[src/rtl/tilt_to_move_if.sv]
// Sample-in / step-out bundle between the accelerometer front end, tilt_to_move and the ball.
interface tilt_to_move_if #(
    parameter int unsigned ACCEL_WIDTH = 12
);
    logic                   enable;
    logic                   sample_valid;
    logic [ACCEL_WIDTH-1:0] accel_x;
    logic [ACCEL_WIDTH-1:0] accel_y;
    logic [3:0]             movement;
    logic [7:0]             debug;

    modport master (output enable, sample_valid, accel_x, accel_y, input movement, debug);
    modport slave  (input enable, sample_valid, accel_x, accel_y, output movement, debug);
endinterface

[src/rtl/tilt_to_move.sv]
// Converts signed tilt samples into rate-limited, one-hot ball step pulses with
// per-axis deadzone, magnitude-to-rate mapping and alternating X/Y arbitration.
module tilt_to_move #(
    parameter int unsigned ACCEL_WIDTH          = 12,
    parameter int unsigned DEADZONE             = 64,
    parameter int unsigned LEVEL_SHIFT          = 7,
    parameter int unsigned TICK_CYCLES          = 100000,
    parameter int unsigned SIMULATE             = 0,
    parameter int unsigned SIMULATE_TICK_CYCLES = 5,
    parameter int unsigned MAX_INTERVAL         = 32,
    parameter int unsigned MIN_GAP              = 128,
    parameter int unsigned INVERT_X             = 0,
    parameter int unsigned INVERT_Y             = 0
) (
    input logic           clk,
    input logic           reset,
    tilt_to_move_if.slave bus
);
    localparam int unsigned TICKS = (SIMULATE != 0) ? SIMULATE_TICK_CYCLES : TICK_CYCLES;
    localparam int unsigned PW    = (TICKS > 1) ? $clog2(TICKS) : 1;
    localparam int unsigned CW    = $clog2(MAX_INTERVAL + 1);
    localparam int unsigned GW    = (MIN_GAP > 1) ? $clog2(MIN_GAP) : 1;
    localparam bit          INV_X = (INVERT_X != 0);
    localparam bit          INV_Y = (INVERT_Y != 0);

    typedef enum logic {IDLE, GAP} arb_state_t;

    // Axis index 0 = X, 1 = Y throughout.
    logic [1:0][ACCEL_WIDTH-1:0] smp;
    logic [1:0][ACCEL_WIDTH-1:0] mag;
    logic [1:0][ACCEL_WIDTH-1:0] over;
    logic [1:0][ACCEL_WIDTH-1:0] steps;
    logic [1:0]                  dead;
    logic [1:0][1:0]             level;
    logic [1:0][CW-1:0]          interval;
    logic [1:0][CW-1:0]          cnt, cnt_next, cnt_inc;
    logic [1:0]                  pend, pend_next;
    logic [1:0]                  dir, dir_next;
    logic [1:0]                  live_valid, live_valid_next;
    logic [1:0]                  live_sign, live_sign_next;
    logic [PW-1:0]               presc;
    logic                        tick;
    arb_state_t                  state, state_next;
    logic [GW-1:0]               gap_cnt, gap_next;
    logic                        last_axis, last_axis_next;
    logic                        emit, emit_axis;
    logic [1:0]                  emit_mask;

    assign tick = bus.enable && (presc == PW'(TICKS - 1));

    always_comb begin
        for (int unsigned i = 0; i < 2; i++) begin
            mag[i]      = smp[i][ACCEL_WIDTH-1] ? ((~smp[i]) + ACCEL_WIDTH'(1)) : smp[i];
            dead[i]     = (mag[i] <= ACCEL_WIDTH'(DEADZONE));
            over[i]     = mag[i] - ACCEL_WIDTH'(DEADZONE);
            steps[i]    = over[i] >> LEVEL_SHIFT;
            level[i]    = dead[i] ? 2'd0 : ((steps[i] > ACCEL_WIDTH'(3)) ? 2'd3 : steps[i][1:0]);
            interval[i] = CW'(MAX_INTERVAL >> level[i]);
            cnt_inc[i]  = cnt[i] + CW'(1);
        end
    end

    // Per-axis rate counters; the emitted axis's clear overrides any same-cycle set.
    always_comb begin
        cnt_next        = cnt;
        pend_next       = pend;
        dir_next        = dir;
        live_valid_next = live_valid;
        live_sign_next  = live_sign;
        for (int unsigned i = 0; i < 2; i++) begin
            if (!bus.enable) begin
                cnt_next[i]        = '0;
                pend_next[i]       = 1'b0;
                dir_next[i]        = 1'b0;
                live_valid_next[i] = 1'b0;
                live_sign_next[i]  = 1'b0;
            end else if (tick) begin
                if (dead[i]) begin
                    cnt_next[i]        = '0;
                    pend_next[i]       = 1'b0;
                    live_valid_next[i] = 1'b0;
                end else begin
                    live_valid_next[i] = 1'b1;
                    live_sign_next[i]  = smp[i][ACCEL_WIDTH-1];
                    if (live_valid[i] && (live_sign[i] != smp[i][ACCEL_WIDTH-1])) begin
                        cnt_next[i]  = CW'(1);
                        pend_next[i] = 1'b0;
                    end else if (cnt_inc[i] >= interval[i]) begin
                        cnt_next[i]  = '0;
                        pend_next[i] = 1'b1;
                        dir_next[i]  = smp[i][ACCEL_WIDTH-1];
                    end else begin
                        cnt_next[i]  = cnt_inc[i];
                    end
                end
            end
        end
        pend_next = pend_next & ~emit_mask;
    end

    always_comb begin
        state_next     = state;
        gap_next       = gap_cnt;
        last_axis_next = last_axis;
        emit           = 1'b0;
        emit_axis      = 1'b0;
        emit_mask      = 2'b00;
        bus.movement   = '0;
        case (state)
            IDLE: begin
                if (bus.enable && (pend != 2'b00)) begin
                    emit           = 1'b1;
                    emit_axis      = (pend == 2'b11) ? ~last_axis : pend[1];
                    emit_mask      = emit_axis ? 2'b10 : 2'b01;
                    last_axis_next = emit_axis;
                    state_next     = GAP;
                    gap_next       = '0;
                    if (!emit_axis)
                        bus.movement = (dir[0] ^ INV_X) ? 4'b0100 : 4'b1000;
                    else
                        bus.movement = (dir[1] ^ INV_Y) ? 4'b0001 : 4'b0010;
                end
            end
            GAP: begin
                if (gap_cnt == GW'(MIN_GAP - 1))
                    state_next = IDLE;
                else
                    gap_next = gap_cnt + GW'(1);
            end
            default: state_next = IDLE;
        endcase
    end

    assign bus.debug = {level[0], level[1], pend[0], pend[1], last_axis, (state == GAP)};

    always_ff @(posedge clk or negedge reset) begin
        if (!reset) begin
            state     <= IDLE;
            gap_cnt   <= '0;
            last_axis <= 1'b0;
        end else begin
            state     <= state_next;
            gap_cnt   <= gap_next;
            last_axis <= last_axis_next;
        end
    end

    always_ff @(posedge clk or negedge reset) begin
        if (!reset) begin
            smp        <= '0;
            presc      <= '0;
            cnt        <= '0;
            pend       <= '0;
            dir        <= '0;
            live_valid <= '0;
            live_sign  <= '0;
        end else begin
            if (bus.sample_valid) begin
                smp[0] <= bus.accel_x;
                smp[1] <= bus.accel_y;
            end
            if (!bus.enable || tick)
                presc <= '0;
            else
                presc <= presc + PW'(1);
            cnt        <= cnt_next;
            pend       <= pend_next;
            dir        <= dir_next;
            live_valid <= live_valid_next;
            live_sign  <= live_sign_next;
        end
    end
endmodule

[src/flat_wrapper.sv]
// flat-port wrapper written by rule: the top's interface ports become plain ports
module tilt_to_move_flat 
#(
    parameter int unsigned ACCEL_WIDTH          = 12,
    parameter int unsigned DEADZONE             = 64,
    parameter int unsigned LEVEL_SHIFT          = 7,
    parameter int unsigned TICK_CYCLES          = 100000,
    parameter int unsigned SIMULATE             = 0,
    parameter int unsigned SIMULATE_TICK_CYCLES = 5,
    parameter int unsigned MAX_INTERVAL         = 32,
    parameter int unsigned MIN_GAP              = 128,
    parameter int unsigned INVERT_X             = 0,
    parameter int unsigned INVERT_Y             = 0
)
  (clk, reset, bus_enable, bus_sample_valid, bus_accel_x, bus_accel_y, bus_movement, bus_debug);
  tilt_to_move_if #(.ACCEL_WIDTH(ACCEL_WIDTH)) bus_i ();
  input logic clk;
  input logic reset;
  input wire logic [$bits(bus_i.enable)-1:0] bus_enable;
  input wire logic [$bits(bus_i.sample_valid)-1:0] bus_sample_valid;
  input wire logic [$bits(bus_i.accel_x)-1:0] bus_accel_x;
  input wire logic [$bits(bus_i.accel_y)-1:0] bus_accel_y;
  output wire logic [$bits(bus_i.movement)-1:0] bus_movement;
  output wire logic [$bits(bus_i.debug)-1:0] bus_debug;
  assign bus_i.enable = bus_enable;
  assign bus_i.sample_valid = bus_sample_valid;
  assign bus_i.accel_x = bus_accel_x;
  assign bus_i.accel_y = bus_accel_y;
  assign bus_movement = bus_i.movement;
  assign bus_debug = bus_i.debug;
  tilt_to_move #(.ACCEL_WIDTH(ACCEL_WIDTH), .DEADZONE(DEADZONE), .LEVEL_SHIFT(LEVEL_SHIFT), .TICK_CYCLES(TICK_CYCLES), .SIMULATE(SIMULATE), .SIMULATE_TICK_CYCLES(SIMULATE_TICK_CYCLES), .MAX_INTERVAL(MAX_INTERVAL), .MIN_GAP(MIN_GAP), .INVERT_X(INVERT_X), .INVERT_Y(INVERT_Y)) u_core (.clk(clk), .reset(reset), .bus(bus_i));
endmodule
[config.mk]
export PLATFORM = sky130hd
export DESIGN_NAME = tilt_to_move_flat
export DESIGN_NICKNAME = d
export VERILOG_FILES = /design/src/rtl/tilt_to_move_if.sv /design/src/rtl/tilt_to_move.sv /design/src/flat_wrapper.sv
export SDC_FILE = /design/constraint.sdc
export NUM_CORES = 1
export LEC_CHECK = 0
export BUFFER_PORTS_ARGS = -buffer_cell sky130_fd_sc_hd__buf_2
export CORE_ASPECT_RATIO = 0.8
export CORE_MARGIN = 4
export CORE_UTILIZATION = 50
export DETAILED_ROUTE_END_ITERATION = 16
export GPL_TIMING_DRIVEN = 1
export PLACE_DENSITY = 0.68
export SLEW_MARGIN = 20
export SYNTH_ARGS = -nofsm -noshare
export SYNTH_HDL_FRONTEND = slang
export SYNTH_SLANG_ARGS = --single-unit
[constraint.sdc]
create_clock -name clk -period 4.87 [get_ports clk]
set_clock_uncertainty 0.1 [all_clocks]
set_input_delay 0.487 -clock clk [delete_from_list [all_inputs] [get_ports clk]]
set_output_delay 0.487 -clock clk [all_outputs]
set_load 0.05 [all_outputs]
==> flow_metrics.env <==
export IMPL_status="finished clean"
export IMPL_grt_max_degree=71
export IMPL_post_place_ws_ns=0.370
export IMPL_dr_pass1_iters=4
export IMPL_worst_setup_path_end_kind="flip-flop"
export IMPL_wl_um=8390
export IMPL_synth_compound_area_share_pct=14.7
export IMPL_fmax_mhz=232
export IMPL_holdCritPathClass="input pin to asynchronous set/reset pin"
export IMPL_wl_met2_um=3820
export IMPL_worst_slack_ns=0.565
export IMPL_pwr_density_cell_mw_per_mm2=289
export IMPL_period_minus_slack_ns=4.30
export IMPL_clk_latency_ns=0.35
export IMPL_synth_commonest_cells="dfrtp_1 (70), nand2_1 (35), nor2_1 (32)"
export IMPL_finalPower_w=0.00132
export IMPL_nets=498
export IMPL_wl_met3_um=398
export IMPL_drtIter0Drc=155
export IMPL_grt_pass1_vias=3106
export IMPL_coreArea_mm2=0.00802
export IMPL_critical_path_max_stage_delay_ns=0.49
export IMPL_cp_cell_sequence="nor4_2 -> buf_4 -> nand2_1 -> o21ai_0 -> xor2_1 -> ha_1 -> nor3b_1 -> and3_1 -> o21ai_0 -> a311oi_2 -> a21o_1 -> ha_1 -> o21a_1 -> o211ai_1 -> and4_1 -> o211ai_1 -> o2bb2ai_1"
export IMPL_synth_distinct_cells=63
export IMPL_syn_nets=464
export IMPL_worst_setup_path_start_kind="flip-flop"
export IMPL_muxShareOfSynthArea_pct=7.21
export IMPL_drc_errors=0
export IMPL_gp_congestion=0.831
export IMPL_htreeDepth=3
export IMPL_slowest_stage="a311oi_2"
export IMPL_grt_pass1_wl_um=14600
export IMPL_crit_arrival_ns=4.48
export IMPL_cellLeakagePower_nw=2.05
export IMPL_post_drt_wl_per_cell_um=14.9
export IMPL_synth_simple_area_share_pct=18.9
export IMPL_fp_dieH_um=89.5
export IMPL_synth_adder_area_share_pct=5.43
export IMPL_synth_flop_cell="dfrtp_1"
export IMPL_cp_startpoint="u_core.smp[0]"
export IMPL_top_layer="met4"
export IMPL_async_flop_share_pct=100
export IMPL_tightest_slew_ns=0.890
export IMPL_finalMaxSlewViolations=0
export IMPL_die_width_um=110
export IMPL_ios=40
export IMPL_setup_tns_ns=0
export IMPL_hold_ws_ns=0.237
export IMPL_dr_total_vias=3175
export IMPL_vdd_drop_max_mv=0.144
export IMPL_antenna_found_initial=0
export IMPL_grt_use_total_pct=19.0
export IMPL_die_area_mm2=0.00982
export IMPL_row_count=29
export IMPL_synthToLayoutAreaGrowth_pct=10.7
export IMPL_synth_top_area_share_pct=42.2
export IMPL_syn_avg_cell_area_um2=9.92
export IMPL_reg2reg_slack_ns=0.57
export IMPL_crit_fanout=7
export IMPL_dpl_hpwl_um=6030
export IMPL_cts_resized_gates=0
export IMPL_wl_met1_um=4110
export IMPL_drv_cap=0
export IMPL_fin_crit_sh_pct=88.4
export IMPL_port_buffers=39
export IMPL_drive_gt1_share_pct=20.2
export IMPL_post_cts_buffers=0
export IMPL_post_synth_top_count_cell="dfrtp_1"
export IMPL_r2r_start="u_core.smp[0]"
export IMPL_path_clk_slew_ns=0.07
export IMPL_synth_seq_cells=70
export IMPL_viasPerCell=5.63
export IMPL_diodes=0
export IMPL_netlist_area_mm2=0.00415
export IMPL_cp_endpoint="u_core.cnt[1]"
export IMPL_synth_edff_count=0
export IMPL_critPathKind="flip-flop to flip-flop"
export IMPL_yosys_warnings=0
export IMPL_synth_top_family_by_area="simple AND/OR/NAND/NOR gates"
export IMPL_overflow=0
export IMPL_detail_route_antenna_nets=0
export IMPL_rsz0062_at_grt="no"
export IMPL_clkSinkCount=70
export IMPL_finalHoldViolCount=0
export IMPL_initial_core_util_pct=51.7
export IMPL_ys_seq_area_share_pct=42.2
export IMPL_cp_data_required_time_ns=5.04
export IMPL_synth_top_area_cell="dfrtp_1"
export IMPL_r2r_end="u_core.cnt[1]"
export IMPL_cts_hold_fix_buffers=0
export IMPL_cts_root_buffer="clkbuf_8"
export IMPL_relSlewSlack_pct=40.7
export IMPL_setup_viol=0
export IMPL_numCtsBuffers=9
export IMPL_fillCellCount=728
export IMPL_clockBufferDepth=2
export IMPL_synth_area_top_cells="dfrtp_1 (42%), mux2_2 (6.2%), ha_1 (5.4%)"
export IMPL_netlist_instances=418
export IMPL_cts_tree="built"
export IMPL_rr_worst_depth=17
export IMPL_synth_xor_area_share_pct=8.00
-- metrics by stage --
stage,cell area [µm²],instances,util (%)
2_1_floorplan,4150,418,-
3_3_place_gp,4420,549,55.1
3_5_place_dp,4420,549,55.1
4_1_cts,4580,564,57.2
5_1_grt,4590,564,57.2
6_report,4590,564,57.2
-- placed cells by master, fill, tap and decap left out, drive strengths merged, types with 5 or more instances in the layout --
| master | n |
|---|---|
| clkbuf | 11 |
| a21oi | 13 |
| nor2 | 33 |
| mux2 | 23 |
| dfrtp | 70 |
| nand4 | 7 |
| nand2 | 36 |
| o21ai | 16 |
| o211ai | 8 |
| and3 | 8 |
| nand2b | 8 |
| a22o | 8 |
| buf | 42 |
| xnor2 | 17 |
| inv | 17 |
| nand3 | 17 |
| a31oi | 5 |
| nor4 | 8 |
| ha | 18 |
| o21a | 5 |
| xor2 | 20 |
-- state kept, by name (all words and copies together) (netlist names) --
| register | count |
|---|---|
| u_core.live_valid | 2 |
| u_core.state | 1 |
| u_core.gap_cnt | 7 |
| u_core.dir | 2 |
| u_core.presc | 17 |
| u_core.cnt | 12 |
| u_core.pend | 2 |
| u_core.smp | 24 |
| u_core.last_axis | 1 |
| u_core.live_sign | 2 |
-- layout make-up --
class                      count  area [µm²]  share of cell area, %
clock inverter                 4        23.8                  0.518
sequential                    70        1750                   38.2
clock buffer                  11         141                   3.08
inverter                      17        63.8                   1.39
multi-input combinational    312        2260                   49.2
timing repair buffer          42         218                   4.74
tap                          108         135                   2.94
-- worst min-delay path by stage --
stage / startpoint / endpoint / slack (ns) / cells past startpoint
finish: reset / u_core.smp[22] / 0.24 / 2
global route: bus_accel_x[3] / u_core.smp[3] / 0.25 / 2
CTS: bus_accel_x[6] / u_core.smp[6] / 0.24 / 3
detailed placement: u_core.presc[0] / u_core.presc[0] / 0.34 / 1
global placement: u_core.presc[0] / u_core.presc[0] / 0.34 / 1
floorplan: reset / u_core.cnt[0] / 0.09 / 0
-- worst max-delay path, delay by kind of cell, from the launching register on --
family / cells / cell delay [ns]
DFF: 1 / 0.39
AOI/OAI and AO/OA: 8 / 1.75
and+or+nand+nor: 5 / 1.07
xor gates and xnor gates: 1 / 0.24
buffers and inverters: 1 / 0.17
adders and majority gates: 2 / 0.50
-- cell families (layout without fill, tap and decap cells) --
kind of cell,count (synthesis),count (layout)
multiplexers,27,27
XOR/XNOR,37,37
buffers and inverters,36,74
AND/OR/NAND/NOR,147,147
flip-flops,70,70
AO/OA/AOI/OAI,83,83
adder cells (fa/ha/maj),18,18
-- where the power goes --
part           internal [W]  switching [W]  leakage (nW)
registers          0.000603      0.0000333         0.901
logic              0.000116       0.000163          1.06
clock network      0.000194       0.000215        0.0889
total              0.000913       0.000411          2.05
-- layer usage --
metal  GRT usage [%]  up-vias
met1            25.6     1536
li1                -     1567
met3            5.13        6
met5               0        -
met2            30.3       66
met4            5.44        0
Note: power is estimated with default switching activity, not from simulation.
